<file path="config.mk">
export PLATFORM = sky130hd
export DESIGN_NAME = es_port_ctrl
export DESIGN_NICKNAME = d
export VERILOG_FILES = /design/src/rtl/es_pkg.sv /design/src/rtl/es_fifo.sv /design/src/rtl/es_port_ctrl.sv
export SDC_FILE = /design/constraint.sdc
export NUM_CORES = 1
export LEC_CHECK = 0
export BUFFER_PORTS_ARGS = -buffer_cell sky130_fd_sc_hd__buf_2
export CORE_ASPECT_RATIO = 2
export CORE_MARGIN = 5
export CORE_UTILIZATION = 50
export DETAILED_ROUTE_END_ITERATION = 6
export PLACE_DENSITY = 0.75
export SLEW_MARGIN = 20
export SYNTH_ARGS = -nofsm -noshare
export SYNTH_HDL_FRONTEND = slang
export SYNTH_SLANG_ARGS = --single-unit
export TNS_END_PERCENT = 10
</file>
<file path="constraint.sdc">
create_clock -name clk -period 2.7 [get_ports clk]
set_input_delay 0.27 -clock clk [delete_from_list [all_inputs] [get_ports clk]]
set_output_delay 0.27 -clock clk [all_outputs]
set_load 0.02 [all_outputs]
</file>
<file path="src/rtl/es_pkg.sv">
// Shared encodings for the CPU I/O port responder: port selects, STATUS/CTRL
// bit positions and the input-capture FSM states.
package es_pkg;

  localparam int unsigned DATA_W = 8;
  localparam int unsigned CNT_W  = 3;

  // cpu_sel encodings
  typedef enum logic [1:0] {
    SEL_DATA    = 2'd0,
    SEL_STATUS  = 2'd1,
    SEL_CTRL    = 2'd2,
    SEL_SCRATCH = 2'd3
  } sel_e;

  // STATUS byte layout: {count[2:0], 2'b00, ovf, in_full, out_full}
  localparam int unsigned ST_OUT_FULL = 0;
  localparam int unsigned ST_IN_FULL  = 1;
  localparam int unsigned ST_OVF      = 2;
  localparam int unsigned ST_CNT_LSB  = 5;

  // CTRL byte layout
  localparam int unsigned CTRL_OVF_CLR   = 0;
  localparam int unsigned CTRL_IRQ_IN    = 1;
  localparam int unsigned CTRL_IRQ_EMPTY = 2;

  // Input holding register state
  typedef enum logic {
    IN_EMPTY = 1'b0,
    IN_HELD  = 1'b1
  } in_state_e;

  // Assemble the STATUS byte from its fields
  function automatic logic [DATA_W-1:0] status_byte(input logic [CNT_W-1:0] cnt,
                                                    input logic             ovf,
                                                    input logic             in_full,
                                                    input logic             out_full);
    logic [DATA_W-1:0] s;
    s                = '0;
    s[ST_CNT_LSB +: CNT_W] = cnt;
    s[ST_OVF]        = ovf;
    s[ST_IN_FULL]    = in_full;
    s[ST_OUT_FULL]   = out_full;
    return s;
  endfunction

endpackage

</file>
<file path="src/rtl/es_fifo.sv">
// Show-ahead output FIFO; DEPTH must be a power of two (2 or 4).
// Pushes into a full FIFO are dropped, even with a simultaneous pop.
module es_fifo #(
  parameter int unsigned DEPTH = 4,
  parameter int unsigned W     = 8
) (
  input  logic         clk,
  input  logic         rst_n,
  input  logic         push_i,
  input  logic [W-1:0] wdata_i,
  input  logic         pop_i,
  output logic [W-1:0] rdata_o,
  output logic [2:0]   count_o,
  output logic         full_o,
  output logic         empty_o
);

  localparam int unsigned PTR_W = (DEPTH > 1) ? $clog2(DEPTH) : 1;

  logic [W-1:0]     mem_q [DEPTH];
  logic [PTR_W-1:0] wr_ptr_q, wr_ptr_d;
  logic [PTR_W-1:0] rd_ptr_q, rd_ptr_d;
  logic [2:0]       count_q,  count_d;
  logic             push_ok, pop_ok;

  assign full_o  = (count_q == 3'(DEPTH));
  assign empty_o = (count_q == 3'd0);
  assign push_ok = push_i && !full_o;
  assign pop_ok  = pop_i && !empty_o;
  assign rdata_o = mem_q[rd_ptr_q];
  assign count_o = count_q;

  // Pointer and occupancy update; pointers wrap naturally at DEPTH
  always_comb begin
    wr_ptr_d = wr_ptr_q;
    rd_ptr_d = rd_ptr_q;
    count_d  = count_q;
    if (push_ok) wr_ptr_d = wr_ptr_q + PTR_W'(1);
    if (pop_ok)  rd_ptr_d = rd_ptr_q + PTR_W'(1);
    unique case ({push_ok, pop_ok})
      2'b10:   count_d = count_q + 3'd1;
      2'b01:   count_d = count_q - 3'd1;
      default: count_d = count_q;
    endcase
  end

  // Control registers
  always_ff @(posedge clk or negedge rst_n) begin
    if (!rst_n) begin
      wr_ptr_q <= '0;
      rd_ptr_q <= '0;
      count_q  <= '0;
    end else begin
      wr_ptr_q <= wr_ptr_d;
      rd_ptr_q <= rd_ptr_d;
      count_q  <= count_d;
    end
  end

  // Storage; cleared on reset so the head never shows stale data
  always_ff @(posedge clk or negedge rst_n) begin
    if (!rst_n) begin
      for (int i = 0; i < int'(DEPTH); i++) mem_q[i] <= '0;
    end else if (push_ok) begin
      mem_q[wr_ptr_q] <= wdata_i;
    end
  end

endmodule

</file>
<file path="src/rtl/es_port_ctrl.sv">
// CPU I/O port responder: DATA writes feed an output FIFO drained to the device,
// device bytes are captured into a one-entry holding register read on DATA.
// Optional feature macro: ES_IRQ_EN (adds irq output and CTRL mask bits 2:1).
module es_port_ctrl
  import es_pkg::*;
#(
  parameter int unsigned DEPTH = 4,
  parameter int unsigned W     = 8
) (
  input  logic         clk,
  input  logic         reset,
  input  logic [1:0]   cpu_sel,
  input  logic         cpu_we,
  input  logic [W-1:0] cpu_wdata,
  input  logic         cpu_re,
  output logic [W-1:0] cpu_rdata,
  output logic [W-1:0] dev_out_data,
  output logic         dev_out_valid,
  input  logic         dev_out_ready,
  input  logic [W-1:0] dev_in_data,
  input  logic         dev_in_valid,
  output logic         dev_in_ready
`ifdef ES_IRQ_EN
  ,
  output logic         irq
`endif
);

  sel_e        sel;
  logic        wr_data, wr_ctrl, wr_scratch, rd_data;
  logic [2:0]  fifo_count;
  logic        fifo_full, fifo_empty;

  in_state_e   state_q, state_d;
  logic [W-1:0] in_reg_q, in_reg_d;
  logic        ovf_q, ovf_d;
  logic [W-1:0] scratch_q, scratch_d;
  logic [W-1:0] rdata_q, rd_mux;
  logic        in_full;
  logic [1:0]  mask;

  assign sel        = sel_e'(cpu_sel);
  assign wr_data    = cpu_we && (sel == SEL_DATA);
  assign wr_ctrl    = cpu_we && (sel == SEL_CTRL);
  assign wr_scratch = cpu_we && (sel == SEL_SCRATCH);
  assign rd_data    = cpu_re && (sel == SEL_DATA);
  assign in_full    = (state_q == IN_HELD);

  es_fifo #(.DEPTH(DEPTH), .W(W)) u_fifo (
    .clk     (clk),
    .rst_n   (reset),
    .push_i  (wr_data),
    .wdata_i (cpu_wdata),
    .pop_i   (dev_out_ready),
    .rdata_o (dev_out_data),
    .count_o (fifo_count),
    .full_o  (fifo_full),
    .empty_o (fifo_empty)
  );

  assign dev_out_valid = !fifo_empty;
  assign dev_in_ready  = (state_q == IN_EMPTY);
  assign cpu_rdata     = rdata_q;

  // Input capture FSM next state and holding register load
  always_comb begin
    state_d  = state_q;
    in_reg_d = in_reg_q;
    unique case (state_q)
      IN_EMPTY: if (dev_in_valid) begin
        state_d  = IN_HELD;
        in_reg_d = dev_in_data;
      end
      IN_HELD: if (rd_data) state_d = IN_EMPTY;
      default: state_d = IN_EMPTY;
    endcase
  end

  // Sticky overflow (clear wins) and scratch register next state
  always_comb begin
    ovf_d     = ovf_q;
    scratch_d = scratch_q;
    if (wr_data && fifo_full)              ovf_d = 1'b1;
    if (wr_ctrl && cpu_wdata[CTRL_OVF_CLR]) ovf_d = 1'b0;
    if (wr_scratch)                        scratch_d = cpu_wdata;
  end

  // Read mux over pre-write register state
  always_comb begin
    rd_mux = '0;
    unique case (sel)
      SEL_DATA:    rd_mux = in_reg_q;
      SEL_STATUS:  rd_mux = W'(status_byte(fifo_count, ovf_q, in_full, fifo_full));
      SEL_CTRL:    rd_mux = W'({mask, 1'b0});
      SEL_SCRATCH: rd_mux = scratch_q;
      default:     rd_mux = '0;
    endcase
  end

  // Core state registers
  always_ff @(posedge clk or negedge reset) begin
    if (!reset) begin
      state_q   <= IN_EMPTY;
      in_reg_q  <= '0;
      ovf_q     <= 1'b0;
      scratch_q <= '0;
      rdata_q   <= '0;
    end else begin
      state_q   <= state_d;
      in_reg_q  <= in_reg_d;
      ovf_q     <= ovf_d;
      scratch_q <= scratch_d;
      if (cpu_re) rdata_q <= rd_mux;
    end
  end

`ifdef ES_IRQ_EN
  logic [1:0] mask_q, mask_d;
  logic       irq_q, irq_d;

  assign mask = mask_q;
  assign irq  = irq_q;

  // Interrupt mask load and interrupt condition
  always_comb begin
    mask_d = mask_q;
    if (wr_ctrl) mask_d = cpu_wdata[CTRL_IRQ_EMPTY:CTRL_IRQ_IN];
    irq_d  = (mask_q[0] && in_full) || (mask_q[1] && fifo_empty) || ovf_q;
  end

  // Interrupt registers
  always_ff @(posedge clk or negedge reset) begin
    if (!reset) begin
      mask_q <= '0;
      irq_q  <= 1'b0;
    end else begin
      mask_q <= mask_d;
      irq_q  <= irq_d;
    end
  end
`else
  assign mask = 2'b00;
`endif

endmodule

</file>
# Word-level counts from Yosys, hierarchy flattened
# Cells that the tools add are included.
# classes
addsub,4
n_lt_le_gt_ge,3
n_eq_ne,6
n_mux,13
n_bitwise,3
reduce_logical,16
# op_table
cell,n
$bwmux W32,1
$pmux W8 S4,1
$mux W8,3
$bmux W8 S2,1
$demux W8 S2,1
$logic_and A1 B1 Y1,9
$eq A2 B2 Y1 const B,3
$ge A3 B3 Y1 const B,2
$not A2 Y3,2
$pmux W3 S2,1
$add A2 B1 Y2 const B,2
$eq A2 B1 Y1 const B,2
$mux W1,4
$reduce_bool A2 Y1,2
$add A3 B1 Y3 const B,1
$eq A3 B3 Y1 const B,1
$logic_not A3 Y1,1
$lt A3 B1 Y1 const B,1
$sub A3 B1 Y3 const B,1
$logic_not A1 Y1,2
$logic_not A2 Y1,1
$pmux W1 S2,1
$reduce_and A2 Y1,1
$not A1 Y1,1
# totals
ff_bits,65
inputBits,24
output_inout_bits,18
word_cells,57

# Logic depth before layout (Yosys ltp)
# Gate-level depths: netlist of run 1.
# depth
depth_word,6
ltp_mapped,9
mapped_depth_nobuf,8

# Modules after synthesis
# From an unflattened synthesis of run 1, not the netlist that was laid out.
# hier_totals
hier_cells,207
area_unflattened_um2,2956.6
# by_module_without_submodules
mod,instances,cells_each,area_each_um2,seq_area_each_um2
es_fifo,1,114,1784.2,975.9
es_port_ctrl,1,93,1172.4,650.6

# Least setup slack after synthesis of run 1
# OpenSTA, ideal clock, no wires.
# synth_timing
path_type,register to register
startpoint,"reg u_fifo.count_q[0], in the netlist u_fifo.count_o[0]"
endpoint,"reg u_fifo.count_q[2], in the netlist u_fifo.count_o[2]"
setup_ps,79
arrival_time_ps,2002
required_ps,2621
setup_slack_ps,618
path_stages_with_launch,10
path_buffers,1
synth_period_minus_slack_ps,2082
cell_sequence,dfrtp_1 > or3b_1 > buf_2 > nand2_1 > ha_1 > inv_1 > fa_1 > xor2_1 > nor2_1 > xor2_1
# synth_between
elab_chain_len,5
word_cells_on_any_way,12
classes_between,add/sub: 2; eq/ne: 3; mux: 1; reduce/logical: 6
# synth_rtl
element,line_no,text
"start, declared",es_fifo.sv:23,"logic [2:0] count_q, count_d;"
"start signal, assigned",es_fifo.sv:56,count_q <= count_d;
$eq A3 B3 Y1 or $logic_not A3 Y1 (tied branches),"es_fifo.sv:26, es_fifo.sv:27",
"$logic_not A1 Y1, on equally long branches","es_fifo.sv:28, es_fifo.sv:29",
"$logic_and A1 B1 Y1, on equally long branches","es_fifo.sv:28, es_fifo.sv:29",
$eq A2 B1 Y1 or $eq A2 B2 Y1 (tied branches),es_fifo.sv:40,"unique case ({push_ok, pop_ok})"
$pmux W3 S2 or $reduce_bool A2 Y1 (tied branches),-,
# Parallel ways exist; a longest one is shown, timed or not.
# A chain may end at the register's enable or synchronous reset.

# Worst setup path in the final report of run 1
# Same ends and word-level chain as after synthesis.

==> flow_summary.ini, run 1 <==
[power_and_ir_drop]
p_leak_nw = 1.623
ir_worst_vdd_mv = 0.8821
power.density_mw_per_mm2 = 1146
power_frac_clock_pct = 29.9
p_switching_mw = 1.230
seqPwrFrac_pct = 40.5
power_mw = 4.017
sw_frac_of_total_pct = 30.62
power_frac_comb_pct = 29.6
intPower_mw = 2.787

[cells_and_area]
fin_util_pct = 61.39
layout_common_cells = 65 x dfrtp_1, 48 x mux2_2, 41 x buf_2
final_cells = 315
drive_above_1_share_pct = 47.24
layout_commonest_cell = dfrtp_1
multi_input_area_sq_mm = 0.001230
area_growth_syn_to_layout_pct = 20.06
regArea_sq_mm = 0.001627
nFillCells = 477
final_nets = 279
antenna_cells = 0

[timing]
setup-violations-final = 0
hold_violations = 0
max_clock_freq_mhz = 451.0
tns_ps = 0
max_slew_margin_pct = 59.67
fin_hold_ws_ps = 172.7
finalCriticalPeriod_ps = 2217
rsz0062_at_grt = false
fin_crit_sh_pct = 82.11
final-max-slew-violation-count = 0
fin_skew_ps = 4.440
max_slew.worst_pin.slew_ps = 604.9

[synthesis]
syn_area_sq_mm = 0.002919
synth_cell_types = 29
yosysWarnings = 0
syn_nets = 232
ys_seq_elements = 65
seq_area_frac_synth_pct = 55.72
avgSynthCellArea_sq_um = 14.45
synthCells = 202

[clocking]
cts_sinks = 65
cts_buffer_depth = 2
insertion_delay_ps = 330
path_clk_slew_ps = 50
cts_tree = done
numCtsBuffers = 9
ctsResizeCount = 0
cts_max_level = 3
root_buffer = clkbuf_16
post_cts_buffers = 0
postCtsHoldBufs = 1

[global_routing]
grt_max_degree = 29
grt_util_all_layers_pct = 17.41
grt_pass1_vias = 2027
grt_pass1_wl_microns = 9963
gr-total-overflow = 0
antenna_found_initial = 0

[die]
io_pins = 42
die-area_sq_mm = 0.007559
dieWidth_microns = 64.03
coreArea_sq_mm = 0.005709
start_util_pct = 51.13
die_h_microns = 118.1
num_rows = 39

[worst_setup_path]
critPathMaxStageDelay_ps = 500
worstSetupEndpointType = register
path_delay_family = simple AND/OR/NAND/NOR gates
arrival_ps = 2470
cp_num_buf_inv = 1
worstSetupPathType = reg -> reg
cp.required_ps = 2950
crit_chain = or3b_1 > nand2_1 > ha_1 > inv_1 > fa_1 > xor2_1 > nor2_1 > xor2_1
startpoint_type = register
crit_top_cell = xor2_1
critical_path.max_fanout = 7
cpMaxStageDelayCell = or3b_1

[drt]
drtIter0Drc = 94
firstDrtPassIters = 4
drt-total-wl_microns = 5806
drcViolationCount = 0
vias_per_cell = 5.565
final_antenna_net_count = 0
routedWlPerCell_microns = 18.43
vias = 1753

[outcome]
status = complete, no violations

[flow_run]
maxCapViolCount = 0

[placement]
gp_congestion = 0.7615
dp_cells = 298
dp_hpwl_microns = 4196
portBuffers = 41

[hold_path]
worstHoldPathType = in -> reg
-- cells in the mapped netlist --
library cell,n,share of area [%]
clkbuf_1,3,0.39
xor2_1,3,0.90
nor3b_4,1,0.64
buf_2,5,0.86
a22oi_1,2,0.51
or3_1,1,0.21
mux2i_1,6,2.1
mux2_1,1,0.39
dfrtp_1,65,56
buf_1,1,0.13
ha_1,5,2.1
mux2_2,48,19
fa_1,1,0.69
inv_1,6,0.77
nor2_1,11,1.4
o31a_1,1,0.30
nand3_2,4,1.4
nor3b_1,1,0.26
nor2b_1,4,0.86
xnor2_1,3,0.90
a222oi_1,1,0.34
a2bb2oi_1,5,1.5
mux4_2,8,6.2
and2_1,1,0.21
a31oi_1,1,0.21
a311oi_1,1,0.30
or3b_1,1,0.30
nand2_1,3,0.39
a21oi_1,9,1.5
-- final timing paths --
| path | end | slack, ps | depth (start not counted) | startpoint |
|---|---|---|---|---|
| setup / recovery | u_fifo.count_o[2] | 480 | 8 | u_fifo.count_o[0] |
| hold / removal | in_reg_q[4] | 170 | 2 | dev_in_data[4] |
| setup reg to reg | u_fifo.count_o[2] | 480 | 8 | u_fifo.count_o[0] |
| hold reg to reg | u_fifo.mem_q[4] | 500 | 1 | u_fifo.mem_q[4] |
| max in group asynchronous | u_fifo.mem_q[20] | 1670 | 3 | reset |
| min in group asynchronous | u_fifo.wr_ptr_q[0] | 380 | 2 | reset |
-- final cells by class --
type                       instances  share of cell area (%)
multi-input combinational        122                   35.09
inverter                           6                  0.6426
clock inverter                     6                   2.356
sequential                        65                   46.41
clock buffer                      10                   6.533
timing repair buffer              45                   6.783
tap                               61                   2.178
-- flip-flops by register name (all words and copies together), names as in the netlist --
signal and flops:
cpu_rdata 8, in_full 1, in_reg_q 8, ovf_q 1
scratch_q 8, u_fifo.count_o 3, u_fifo.mem_q 32, u_fifo.rd_ptr_q 2
u_fifo.wr_ptr_q 2
-- logic make-up after synthesis --
family	count (synthesis)	synth area share, %
AO/OA/AOI/OAI	20	4.715
XOR/XNOR	6	1.801
adder cells (fa/ha/maj)	6	2.829
buffers and inverters	15	2.143
flip-flops	65	55.72
multiplexers	63	27.13
AND/OR/NAND/NOR	27	5.658
-- metrics by stage --
stage / area (sq um) / setup slack (ps)
global route: 3505 / 309.6
detailed placement: 3183 / 476.5
CTS: 3505 / 469.4
global placement: 3183 / 539.3
finish: 3505 / 482.9
floorplan: 2919 / 618.3
-- per-layer routing --
| metal | track usage [%] | vias to the layer above | wire length (microns) | share of wire, % |
|---|---|---|---|---|
| met5 | 0 | - | 0 | 0 |
| met4 | 9.623 | 0 | 126 | 2.2 |
| met3 | 4.967 | 9 | 255 | 4.4 |
| li1 | - | 821 | - | - |
| met2 | 30.29 | 34 | 3335 | 57 |
| met1 | 18.01 | 889 | 2088 | 36 |
-- power groups by stage --
stage	combinational, mW	sequential (mW)	clock (mW)
2_1_floorplan	0.956	1.52	0
3_3_place_gp	1.17	1.61	0
3_5_place_dp	1.20	1.64	0
4_1_cts	1.21	1.63	1.23
5_1_grt	1.29	1.68	1.28
6_report	1.19	1.63	1.20
-- worst register-to-register path, cell delays in order (launching register included) --
cell and delay (ps):
dfrtp_1 440, or3b_1 500, nand2_1 170, ha_1 200, inv_1 60, fa_1 370, xor2_1 150, nor2_1 110
xor2_1 140
(Power assumes the default switching activity.)
==> run 2, diff against run 1 <==
Settings changed: ABC_AREA set to 1.
Clock period 2.7 ns to 2.1 ns, I/O delays scaled along.
==> run 2 against run 1 <==
Effect of this change: non-clock buffer count rose by 5; clock skew rose by 2.3 ps; combinational power rose by 70%; synthesized area rose by 11%.
==> flow_summary.ini, run 2 <==
[clocking]
root_buffer = clkbuf_16
post_cts_buffers = 0
insertion_delay_ps = 330
cts_max_level = 3
postCtsHoldBufs = 1
cts_sinks = 65
numCtsBuffers = 9
cts_tree = done
ctsResizeCount = 0
path_clk_slew_ps = 60
cts_buffer_depth = 2

[drt]
drtIter0Drc = 162
routedWlPerCell_microns = 14.63
final_antenna_net_count = 0
drcViolationCount = 0
vias_per_cell = 5.268
firstDrtPassIters = 4
drt-total-wl_microns = 7532
vias = 2713

[timing]
rsz0062_at_grt = false
finalCriticalPeriod_ps = 1948
final-max-slew-violation-count = 0
max_slew_margin_pct = 58.00
fin_skew_ps = 6.775
setup-violations-final = 0
setup_ws_ps = 151.9
hold_violations = 0
max_slew.worst_pin.slew_ps = 629.9
fin_hold_ws_ps = 110.8
max_clock_freq_mhz = 513.3
tns_ps = 0
fin_crit_sh_pct = 92.77

[outcome]
status = complete, no violations

[global_routing]
grt_pass1_vias = 2752
grt_pass1_wl_microns = 12740
gr-total-overflow = 0
grt_max_degree = 38
antenna_found_initial = 0
grt_util_all_layers_pct = 20.61

[worst_setup_path]
rr_startpoint = u_fifo.count_o[1]
reg2reg_to = u_fifo.count_o[2]
startpoint_type = register
critical_path.max_fanout = 17
path_delay_family = buffers and inverters
arrival_ps = 1740
r2r_cells = 9
startpoint = u_fifo.rd_ptr_q[0]
worstSetupPathType = reg -> out
cp_num_buf_inv = 2
cp.required_ps = 1890
critPathMaxStageDelay_ps = 430
cpMaxStageDelayCell = inv_1
cp_num_cells = 4
worstSetupEndpointType = output port
crit_chain = inv_1 > o21ai_0 > o22ai_1 > buf_2
rrSetupSlack_ps = 260

[die]
die-area_sq_mm = 0.008295
num_rows = 41
dieWidth_microns = 66.95
coreArea_sq_mm = 0.006310
io_pins = 42
die_h_microns = 123.9
start_util_pct = 51.40

[synthesis]
synthTopCellsByArea = dfrtp_1 50%, nand2_1 16%, nand4_1 6.2%
synthCells = 383
synth_top_cell_area_share_pct = 50.15
synth_area_leader_cell = dfrtp_1
synthArstFlopShare_pct = 100.0
synth.most_common_cell = nand2_1
syn_nets = 413
seq_area_frac_synth_pct = 50.15
synth_common_cells = 139 x nand2_1, 65 x dfrtp_1, 32 x nand4_1, 29 x nor2_1, 24 x nand3_1
yosysWarnings = 0
synth_ff_type = dfrtp_1
avgSynthCellArea_sq_um = 8.468
synth_cell_types = 27
ys_seq_elements = 65
synth_edf_count = 0
syn_area_sq_mm = 0.003243

[flow_run]
maxCapViolCount = 0

[cells_and_area]
fin_util_pct = 59.33
area_growth_syn_to_layout_pct = 15.43
layout_commonest_cell = nand2_1
antenna_cells = 0
layout_common_cells = 139 x nand2_1, 65 x dfrtp_1, 41 x buf_2
largest_reg_flops = 32
drive_above_1_share_pct = 17.72
final_cells = 515
final_nets = 454
final_area_sq_mm = 0.003744
regMostFlops = u_fifo.mem_q

[power_and_ir_drop]
power_mw = 5.588
power.density_mw_per_mm2 = 1493
ir_worst_vdd_mv = 0.6515
p_leak_nw = 1.959

[placement]
post_dp_cell_area_sq_mm = 0.003430
dp_hpwl_microns = 5615
portBuffers = 41
gp_congestion = 0.8558
dp_cells = 498
dp_slack_ps = 248.0

[hold_path]
worstHoldPathType = in -> reg
whs_endpoint = in_reg_q[7]
min_path_cells = 3
hold_start = dev_in_data[7]
-- run 2: cell types whose count changed in the layout (fill, tap and decap cells not counted), moves of 8 or more --
cell / delta
mux2_2: -48
o21ai_0: +19
nand4_1: +32
inv_1: +12
nor2_1: +18
nand3_1: +24
o22ai_1: +8
mux4_2: -8
nand2_1: +136
-- run 2: routing by layer --
metal | up-vias | track usage (%) | wire length (microns)
met3 | 17 | 4.603 | 296
met2 | 60 | 37.69 | 4229
li1 | 1340 | - | -
met5 | - | 0 | 0
met4 | 0 | 10.42 | 227
met1 | 1296 | 21.37 | 2777
-- run 2: kinds of logic after synthesis --
logic type | synth area share (%)
fa+ha+maj | 2.546
simple gates | 32.25
buf+inv | 8.410
xor+xnor | 1.080
flops | 50.15
compound gates | 5.555
-- run 2: worst reg2reg max path, stage by stage (launching register included) --
cell and delay, ps:
dfrtp_1 420, nor2_2 180, nand2_2 90, nand2_4 90, ha_1 160, inv_1 70
fa_1 390, nand2_1 90, nand3b_1 90, xor2_1 150
-- run 2: cell type report --
cell class | instances | area (sq um)
fill | 597 | 2566
clock inverter | 7 | 78.83
tap | 86 | 107.6
multi-input combinational | 275 | 1344
sequential | 65 | 1627
timing repair buffer | 50 | 275.3
inverter | 23 | 86.33
clock buffer | 9 | 225.2
-- run 2: worst max path at each step --
stage                        endpoint  slack, ps
finish                dev_out_data[0]        150
global route        u_fifo.count_o[1]         50
CTS                   dev_out_data[0]        130
detailed placement  u_fifo.count_o[2]        250
global placement    u_fifo.count_o[2]        350
floorplan           u_fifo.count_o[2]        290
-- run 2: where the power goes --
group	switching, mW	internal [mW]	total [mW]
Sequential	0.319	1.75	2.07
Clock	0.571	0.927	1.50
Combinational	1.34	0.675	2.02
